### config.mk
export PLATFORM = sky130hd
export DESIGN_NAME = uart_flash_dumper
export DESIGN_NICKNAME = d
export VERILOG_FILES = /design/src/rtl/uart_flash_dumper.sv
export SDC_FILE = /design/constraint.sdc
export NUM_CORES = 2
export LEC_CHECK = 0
export BUFFER_PORTS_ARGS = -buffer_cell sky130_fd_sc_hd__buf_4
export CAP_MARGIN = 20
export CORE_ASPECT_RATIO = 0.75
export CORE_MARGIN = 4
export CORE_UTILIZATION = 40
export CTS_CLUSTER_SIZE = 12
export DETAILED_ROUTE_END_ITERATION = 8
export PLACE_DENSITY = 0.65
export SLEW_MARGIN = 20
export SYNTH_ARGS = -nofsm -noshare
export SYNTH_HDL_FRONTEND = slang
export SYNTH_SLANG_ARGS = --single-unit
### constraint.sdc
create_clock -name sys_clk -period 7.3 [get_ports sys_clk]
set_input_delay 0.365 -clock sys_clk [delete_from_list [all_inputs] [get_ports sys_clk]]
set_output_delay 0.365 -clock sys_clk [all_outputs]
set_load 0.02 [all_outputs]
### src/rtl/uart_flash_dumper.sv
// UART-driven flash readback: "$dump$" + 3-byte address + 3-byte length, streamed back in chunks.
// Optional checksum byte before the trailer when DUMP_CHECKSUM_EN is defined.
module uart_flash_dumper #(
  parameter logic [47:0] DUMP_HEAD = 48'h24_64_75_6D_70_24,
  parameter logic [71:0] FDBK_DONE = 72'h64_75_6D_70_20_64_6F_6E_65,
  parameter int          MAX_CHUNK = 256
) (
  input  logic        sys_clk,
  input  logic        sys_rst,
  input  logic        uart_rx_valid_i,
  input  logic [7:0]  uart_rxdata_i,
  output logic        uart_tx_en_o,
  output logic [7:0]  uart_txdata_o,
  input  logic        uart_tx_busy_i,
  output logic        flash_rd_en_o,
  output logic [23:0] flash_rd_addr_o,
  output logic [8:0]  flash_rd_len_o,
  input  logic        flash_rd_busy_i,
  input  logic        flash_rd_valid_i,
  input  logic [7:0]  flash_rd_data_i,
  output logic        dump_busy_o
);

  localparam int          IW          = (MAX_CHUNK > 1) ? $clog2(MAX_CHUNK) : 1;
  localparam logic [8:0]  CHUNK_MAX   = 9'(MAX_CHUNK);
  localparam logic [23:0] CHUNK_MAX24 = 24'(MAX_CHUNK);

  typedef enum logic [2:0] {
    S_IDLE   = 3'd0,
    S_ADDR   = 3'd1,
    S_LEN    = 3'd2,
    S_RDREQ  = 3'd3,
    S_RDWAIT = 3'd4,
    S_SEND   = 3'd5,
`ifdef DUMP_CHECKSUM_EN
    S_CSUM   = 3'd6,
`endif
    S_FDBK   = 3'd7
  } state_t;

`ifdef DUMP_CHECKSUM_EN
  localparam state_t S_POST = S_CSUM;
`else
  localparam state_t S_POST = S_FDBK;
`endif

  state_t      r_state;
  state_t      w_next_state;

  // Only five bytes are stored; the sixth header byte is the live rx byte.
  logic [39:0] r_shift;
  logic [1:0]  r_bcnt;
  logic [23:0] r_addr;
  logic [23:0] r_remain;
  logic [8:0]  r_chunk;
  logic [8:0]  r_wr_idx;
  logic [8:0]  r_rd_idx;
  logic [7:0]  r_mem [0:MAX_CHUNK-1];
  logic [7:0]  r_buf_q;
  logic        r_q_ok;
  logic        r_holdoff;
  logic [3:0]  r_fb_idx;
`ifdef DUMP_CHECKSUM_EN
  logic [7:0]  r_csum;
`endif

  logic        r_tx_en;
  logic [7:0]  r_txdata;
  logic        r_rd_en;
  logic [23:0] r_rd_addr;
  logic [8:0]  r_rd_len;
  logic        r_busy;

  logic [47:0] w_rx_word;
  logic        w_head_hit;
  logic [23:0] w_len_word;
  logic [8:0]  w_chunk;
  logic        w_tx_ready;
  logic        w_last_byte;
  logic [6:0]  w_fb_pos;
  logic [7:0]  w_fb_byte;
  logic        w_rd_issue;
  logic        w_tx_issue;
  logic [7:0]  w_tx_byte;
  logic        w_store;

  assign w_rx_word   = {r_shift, uart_rxdata_i};
  assign w_head_hit  = uart_rx_valid_i && (w_rx_word == DUMP_HEAD);
  assign w_len_word  = {r_remain[15:0], uart_rxdata_i};
  assign w_chunk     = (r_remain >= CHUNK_MAX24) ? CHUNK_MAX : r_remain[8:0];
  assign w_tx_ready  = !uart_tx_busy_i && !r_holdoff;
  assign w_last_byte = (r_rd_idx == (r_chunk - 9'd1));
  assign w_fb_pos    = 7'd71 - {r_fb_idx, 3'b000};
  assign w_fb_byte   = FDBK_DONE[w_fb_pos -: 8];

  // State register.
  always_ff @(posedge sys_clk) begin
    if (sys_rst) begin
      r_state <= S_IDLE;
    end else begin
      r_state <= w_next_state;
    end
  end

  // Next-state decode and per-cycle issue strobes.
  always_comb begin
    w_next_state = r_state;
    w_rd_issue   = 1'b0;
    w_tx_issue   = 1'b0;
    w_tx_byte    = 8'h00;
    w_store      = 1'b0;
    case (r_state)
      S_IDLE: begin
        if (w_head_hit) begin
          w_next_state = S_ADDR;
        end else begin
          w_next_state = S_IDLE;
        end
      end
      S_ADDR: begin
        if (uart_rx_valid_i && (r_bcnt == 2'd2)) begin
          w_next_state = S_LEN;
        end else begin
          w_next_state = S_ADDR;
        end
      end
      S_LEN: begin
        if (uart_rx_valid_i && (r_bcnt == 2'd2)) begin
          if (w_len_word == 24'd0) begin
            w_next_state = S_POST;
          end else begin
            w_next_state = S_RDREQ;
          end
        end else begin
          w_next_state = S_LEN;
        end
      end
      S_RDREQ: begin
        if (!flash_rd_busy_i) begin
          w_rd_issue   = 1'b1;
          w_next_state = S_RDWAIT;
        end else begin
          w_next_state = S_RDREQ;
        end
      end
      S_RDWAIT: begin
        if (flash_rd_valid_i && (r_wr_idx < r_chunk)) begin
          w_store = 1'b1;
          if ((r_wr_idx + 9'd1) == r_chunk) begin
            w_next_state = S_SEND;
          end else begin
            w_next_state = S_RDWAIT;
          end
        end else begin
          w_next_state = S_RDWAIT;
        end
      end
      S_SEND: begin
        // r_q_ok marks r_buf_q as holding the byte at r_rd_idx (one-cycle read).
        if (w_tx_ready && r_q_ok) begin
          w_tx_issue = 1'b1;
          w_tx_byte  = r_buf_q;
          if (w_last_byte) begin
            if (r_remain != {15'd0, r_chunk}) begin
              w_next_state = S_RDREQ;
            end else begin
              w_next_state = S_POST;
            end
          end else begin
            w_next_state = S_SEND;
          end
        end else begin
          w_next_state = S_SEND;
        end
      end
`ifdef DUMP_CHECKSUM_EN
      S_CSUM: begin
        if (w_tx_ready) begin
          w_tx_issue   = 1'b1;
          w_tx_byte    = r_csum;
          w_next_state = S_FDBK;
        end else begin
          w_next_state = S_CSUM;
        end
      end
`endif
      S_FDBK: begin
        if (w_tx_ready) begin
          w_tx_issue = 1'b1;
          w_tx_byte  = w_fb_byte;
          if (r_fb_idx == 4'd8) begin
            w_next_state = S_IDLE;
          end else begin
            w_next_state = S_FDBK;
          end
        end else begin
          w_next_state = S_FDBK;
        end
      end
      default: begin
        w_next_state = S_IDLE;
      end
    endcase
  end

  // Datapath registers and registered outputs.
  always_ff @(posedge sys_clk) begin
    if (sys_rst) begin
      r_shift   <= 40'd0;
      r_bcnt    <= 2'd0;
      r_addr    <= 24'd0;
      r_remain  <= 24'd0;
      r_chunk   <= 9'd0;
      r_wr_idx  <= 9'd0;
      r_rd_idx  <= 9'd0;
      r_q_ok    <= 1'b0;
      r_holdoff <= 1'b0;
      r_fb_idx  <= 4'd0;
`ifdef DUMP_CHECKSUM_EN
      r_csum    <= 8'd0;
`endif
      r_tx_en   <= 1'b0;
      r_txdata  <= 8'd0;
      r_rd_en   <= 1'b0;
      r_rd_addr <= 24'd0;
      r_rd_len  <= 9'd0;
      r_busy    <= 1'b0;
    end else begin
      r_tx_en   <= w_tx_issue;
      r_holdoff <= w_tx_issue;
      r_rd_en   <= w_rd_issue;
      r_busy    <= (w_next_state != S_IDLE);
      r_q_ok    <= (r_state == S_SEND) && !w_tx_issue;
      if (w_tx_issue) begin
        r_txdata <= w_tx_byte;
      end
      case (r_state)
        S_IDLE: begin
          if (w_head_hit) begin
            r_shift <= 40'd0;
          end else if (uart_rx_valid_i) begin
            r_shift <= w_rx_word[39:0];
          end
          r_bcnt   <= 2'd0;
          r_fb_idx <= 4'd0;
`ifdef DUMP_CHECKSUM_EN
          r_csum   <= 8'd0;
`endif
        end
        S_ADDR: begin
          if (uart_rx_valid_i) begin
            r_addr <= {r_addr[15:0], uart_rxdata_i};
            r_bcnt <= (r_bcnt == 2'd2) ? 2'd0 : (r_bcnt + 2'd1);
          end
        end
        S_LEN: begin
          if (uart_rx_valid_i) begin
            r_remain <= w_len_word;
            r_bcnt   <= (r_bcnt == 2'd2) ? 2'd0 : (r_bcnt + 2'd1);
          end
        end
        S_RDREQ: begin
          if (w_rd_issue) begin
            r_rd_addr <= r_addr;
            r_rd_len  <= w_chunk;
            r_chunk   <= w_chunk;
            r_wr_idx  <= 9'd0;
            r_rd_idx  <= 9'd0;
          end
        end
        S_RDWAIT: begin
          if (w_store) begin
            r_wr_idx <= r_wr_idx + 9'd1;
          end
        end
        S_SEND: begin
          if (w_tx_issue) begin
            r_rd_idx <= r_rd_idx + 9'd1;
`ifdef DUMP_CHECKSUM_EN
            r_csum   <= r_csum + r_buf_q;
`endif
            if (w_last_byte) begin
              r_addr   <= r_addr + {15'd0, r_chunk};
              r_remain <= r_remain - {15'd0, r_chunk};
            end
          end
        end
        S_FDBK: begin
          if (w_tx_issue) begin
            r_fb_idx <= (r_fb_idx == 4'd8) ? 4'd0 : (r_fb_idx + 4'd1);
          end
        end
        default: begin
        end
      endcase
    end
  end

  // Chunk buffer: write port from flash, registered read port towards TX.
  always_ff @(posedge sys_clk) begin
    if (w_store) begin
      r_mem[r_wr_idx[IW-1:0]] <= flash_rd_data_i;
    end
    r_buf_q <= r_mem[r_rd_idx[IW-1:0]];
  end

  assign uart_tx_en_o    = r_tx_en;
  assign uart_txdata_o   = r_txdata;
  assign flash_rd_en_o   = r_rd_en;
  assign flash_rd_addr_o = r_rd_addr;
  assign flash_rd_len_o  = r_rd_len;
  assign dump_busy_o     = r_busy;

endmodule

# == Word-level counts from Yosys, hierarchy flattened ==
# Memories as Yosys holds them, arrays and structs flattened. A register that Yosys moved wholly into a read port is not among the register bits.
# Cells that the tools add are included.
# classes
addsub,8
n_lt_le_gt_ge,2
n_eq_ne,20
n_shift,1
muxes,47
n_reduce_logical,28
# ops
op,count
$mux W24,6
$pmux W24 S2,2
$mux W40,2
$shiftx A79 B8 Y8 const A,1
$eq A48 B46 Y1 const B,1
$mux W9,4
$pmux W9 S2,2
$mux W3,9
$add A24 B9 Y24,1
$ge A24 B9 Y1 const B,1
$logic_not A24 Y1,1
$ne A24 B9 Y1,1
$sub A24 B9 Y24,1
$pmux W3 S7,1
$add A9 B1 Y9 const B,2
$eq A9 B9 Y1,2
$mux W8,2
$pmux W8 S2,1
$ne A2 B2 Y1 const B,7
$reduce_bool A2 Y1,7
$mux W1,10
$eq A3 B3 Y1 const B,3
$lt A9 B9 Y1,1
$sub A9 B1 Y9 const B,1
21 further kinds,37
# word_totals
regBits,160
ramBits,2048
inputBits,22
output_inout_bits,44
wordCells,122
n_memories,1
# memory_table
memory,words,width,rd,rd_ports_with_merged_regs,wr,line_no,source
r_mem,256,8,1,1,1,58,logic [7:0] r_mem [0:MAX_CHUNK-1];

# == Depth between registers and ports, before layout ==
# logic_depth
ltp_word,7
mapped_depth,13

# == Least setup slack after synthesis ==
# No wires, ideal clock.
# synth_path
path_kind,reg-to-reg
startpoint,"register, netlist name flash_rd_len_o[1]"
endpoint,"memory r_mem[160][0], enable pin"
t_arrival_ns,3.006
t_required_ns,6.930
setup_slack_ns,3.924
path_stages_with_launch,12
path_buffers,2
synth_period_minus_slack_ns,3.376
cell_sequence,dfxtp_1 -> inv_1 -> ha_1 -> nor2b_1 -> o21a_1 -> o21ai_0 -> a211oi_1 -> nor2_1 -> buf_2 -> nand4b_1 -> clkbuf_1 -> nor2_1
# synth_lines
element,line_no
end: declaration,58

==> flow_metrics.env <==
export IMPL_status="finished clean"
export IMPL_critical_path_cell_chain="inv_1 -> ha_1 -> nor2b_1 -> o21a_1 -> o21ai_0 -> a211oi_1 -> nor2_1 -> buf_4 -> nand4_1 -> nor2_1"
export IMPL_peakVddDrop_mv=0.254
export IMPL_grt_first_pass_wirelength_mm=360
export IMPL_slew_limit_headroom_pct=9.76
export IMPL_ys_seq_elements=2216
export IMPL_slew_violations=0
export IMPL_routed_wire_length_per_instance_um=31.7
export IMPL_die_w_um=550
export IMPL_synth_compound_area_share_pct=5.27
export IMPL_crit_arrival_ns=5.11
export IMPL_core_area_mm2=0.220
export IMPL_final_period_utilization_pct=63.6
export IMPL_synth_top_family_by_area="multiplexers"
export IMPL_globalRoute_totalOverflow=0
export IMPL_critical_path_max_stage_delay_ns=0.98
export IMPL_drt_total_wl_mm=255
export IMPL_design_die_area_mm2=0.228
export IMPL_critical_path_top_cell_by_count="sky130_fd_sc_hd__nor2_1"
export IMPL_worst_clock_skew_ns=0.0391
export IMPL_leakage_nw=29.3
export IMPL_clock_sink_count=2216
export IMPL_startpoint="flash_rd_len_o[1]$_SDFFE_PP0P_"
export IMPL_synth_simple_gate_area_share_pct=4.78
export IMPL_placed_cells=7718
export IMPL_root_buffer="sky130_fd_sc_hd__clkbuf_16"
export IMPL_post_dp_hpwl_mm=151
export IMPL_postLayoutSetupSlackWorst_ns=2.66
export IMPL_critical_path_slowest_cell="sky130_fd_sc_hd__nor2_1"
export IMPL_cp_max_fo=16
export IMPL_final_common_cell="sky130_fd_sc_hd__edfxtp_1"
export IMPL_worstSetupPathType="reg2reg"
export IMPL_synth_cell_type_count=88
export IMPL_seq_area_frac_synth_pct=73.5
export IMPL_dieHeight_um=415
export IMPL_tritoncts_clock_tree="done"
export IMPL_area_share_of_fa_ha_maj_cells_after_synthesis_pct=0.584
export IMPL_critical_path_buf_inv_count=2
export IMPL_timing_critical_path_from_type="flip-flop"
export IMPL_ioPinCount=66
export IMPL_critical_path_top_delay_family="simple AND/OR/NAND/NOR gates"
export IMPL_number_of_global_route_vias_before_repair=47000
export IMPL_viasPerCell=6.20
export IMPL_worst_ep_required_time_ns=7.77
export IMPL_area_growth_syn_to_layout_pct=11.2
export IMPL_synthesis_instances=4906
export IMPL_maxClockFrequency_ghz=0.215
export IMPL_post_route_drc_count=0
export IMPL_drt_initial_drc_count=7497
export IMPL_grt_usage_pct=21.8
export IMPL_final_cells=8025
export IMPL_final_net_count=5064
export IMPL_final_hold_viol_count=0
export IMPL_synth_warning_count=0
export IMPL_setup_tns_ns=0
export IMPL_synth_edf_count=2048
export IMPL_routability_cong=0.919
export IMPL_worst_hold_startpoint="flash_rd_data_i[6]"
export IMPL_timing_hold_worst_class="in2reg"
export IMPL_placementRows=149
export IMPL_ys_dominant_reg_cell="sky130_fd_sc_hd__edfxtp_1"
export IMPL_final_layout_size_suffix_gt1_share_pct=18.3
export IMPL_syn_nets=4968
export IMPL_async_flop_share_pct=0
export IMPL_htree_levels=4
export IMPL_p_total_mw=24.1
export IMPL_path_clk_slew_ns=0.06
export IMPL_worst_pin_slew_ns=1.32
export IMPL_synthesis_area_mm2=0.0882
export IMPL_grt_antenna_before_repair=11
export IMPL_cellPowerDensity_mw_per_mm2=246
export IMPL_muxShareOfSynthArea_pct=13.7
export IMPL_drt_pass1_iterations=6
export IMPL_route_vias_total=49800
export IMPL_mostFrequentLayoutCells="sky130_fd_sc_hd__edfxtp_1, sky130_fd_sc_hd__mux4_2, sky130_fd_sc_hd__nor2_1, sky130_fd_sc_hd__nand2_1, sky130_fd_sc_hd__clkbuf_16"
export IMPL_clk_latency_worst_skew_pair_ns=0.88
export IMPL_setup_violations_final=0
export IMPL_dpl_worst_slack_ns=2.81
export IMPL_initial_utilization_pct=40.2
export IMPL_cts_path_max_buffers=4
export IMPL_synth_avg_cell_area_um2=18.0
export IMPL_finalCoreUtilization_pct=44.7
export IMPL_timing_critical_path_to_type="flip-flop"
export IMPL_ant_nets=0
export IMPL_finalCriticalPeriod_ns=4.64
export IMPL_timing_rr_start="flash_rd_len_o[1]$_SDFFE_PP0P_"
export IMPL_place_port_buffers=65
export IMPL_yosys_area_share_xor_xnor_pct=0.367
export IMPL_drv_cap=0
export IMPL_cts_inserted_buffers=215
export IMPL_grt_start_max_net_pins=159
export IMPL_grt_setup_unrepaired="no"
metal layers:
metal	global-route usage [%]	share of wire, %	routed length [µm]
met4	6.15	3.1	7960
met3	8.79	15	38800
met5	0	0.016	41
met1	32.6	41	103000
met2	29.1	41	105000
what timing repair did:
item / in CTS / in global routing
setup buffers: 0 / 0
endpoints found under the hold margin: 37 / 0
resized for setup: 0 / 0
hold buffers: 11 / 0
worst paths after layout:
check	cells after the start	to	slack [ns]
hold / removal	1	r_mem[22][6]$_DFFE_PP_	0.07
hold reg to reg	2	r_shift[37]$_SDFFE_PP0P_	0.45
setup reg to reg	10	r_mem[237][6]$_DFFE_PP_	2.66
setup / recovery	10	r_mem[237][6]$_DFFE_PP_	2.66
cell families (layout without fill, tap and decap cells):
group | Yosys count | in the layout
xor gates and xnor gates | 37 | 37
DFF | 2216 | 2216
adders and majority gates | 40 | 40
muxes | 634 | 634
and+or+nand+nor | 947 | 947
other | 0 | 5
buffers and inverters | 339 | 509
AOI/OAI and AO/OA | 693 | 693
synthesized netlist by cell type (all sizes together) (5+ instances only):
library cell	number	share of area, %
nand3b	8	0.068
dfxtp	168	3.8
nor2b	31	0.22
or2	6	0.043
a31oi	26	0.18
a22o	16	0.16
or4	5	0.043
clkbuf	157	0.67
a311oi	14	0.15
buf	151	1.0
nor4	19	0.15
nand3	80	0.45
o21ai	101	0.58
and3	13	0.092
a211o	6	0.060
o311ai	5	0.050
nand4	26	0.19
edfxtp	2048	70
a21oi	200	1.1
xnor2	26	0.26
nor2	369	1.6
o22ai	43	0.30
o211ai	13	0.12
a211oi	41	0.40
a21o	11	0.094
o31ai	11	0.094
mux2i	170	1.9
a2111oi	9	0.089
nor3	33	0.19
xor2	11	0.11
ha	38	0.54
inv	30	0.13
a221oi	40	0.40
a22oi	77	0.66
mux2	9	0.11
nand4b	7	0.069
or3	13	0.092
o21a	9	0.077
nand2	296	1.3
nand2b	12	0.085
mux4	455	12
o221ai	20	0.20
and2	14	0.099
power by group:
part	switching (mW)	internal, mW
Clock	4.50	5.45
Sequential	0.00396	13.9
Combinational	0.266	0.0306
Total	4.77	19.3
worst register-to-register path: stages (launching register included):
cell                       delay, ns
sky130_fd_sc_hd__dfxtp_1        0.55
sky130_fd_sc_hd__inv_1          0.22
sky130_fd_sc_hd__ha_1           0.33
sky130_fd_sc_hd__nor2b_1        0.14
sky130_fd_sc_hd__o21a_1         0.16
sky130_fd_sc_hd__o21ai_0        0.19
sky130_fd_sc_hd__a211oi_1       0.20
sky130_fd_sc_hd__nor2_1         0.14
sky130_fd_sc_hd__buf_4          0.40
sky130_fd_sc_hd__nand4_1        0.94
sky130_fd_sc_hd__nor2_1         0.99
area by class of cell:
type	instances	area (µm²)
Tap cell	2944	3680
Clock inverter	9	136
Multi-Input combinational cell	2351	21800
Sequential cell	2216	64900
Clock buffer	282	5740
Antenna cell	5	12.5
Timing Repair Buffer	187	1710
Inverter	31	118
Fill cell	18600	122000
sequential cells by signal, indices dropped and copies added (netlist names), 9 cells and up:
register / cells
r_mem: 2048
r_remain: 24
flash_rd_len_o: 9
r_addr: 24
r_wr_idx: 9
r_rd_idx: 9
r_shift: 40
flash_rd_addr_o: 24
metrics by stage:
step,area (µm²),hold slack [ns]
6_report,98100,0.0672
5_1_grt,98100,0.0640
4_1_cts,98100,0.0343
3_5_place_dp,92100,0.444
3_3_place_gp,92100,0.438
2_1_floorplan,88200,0.427
(Power assumes the default switching activity.)
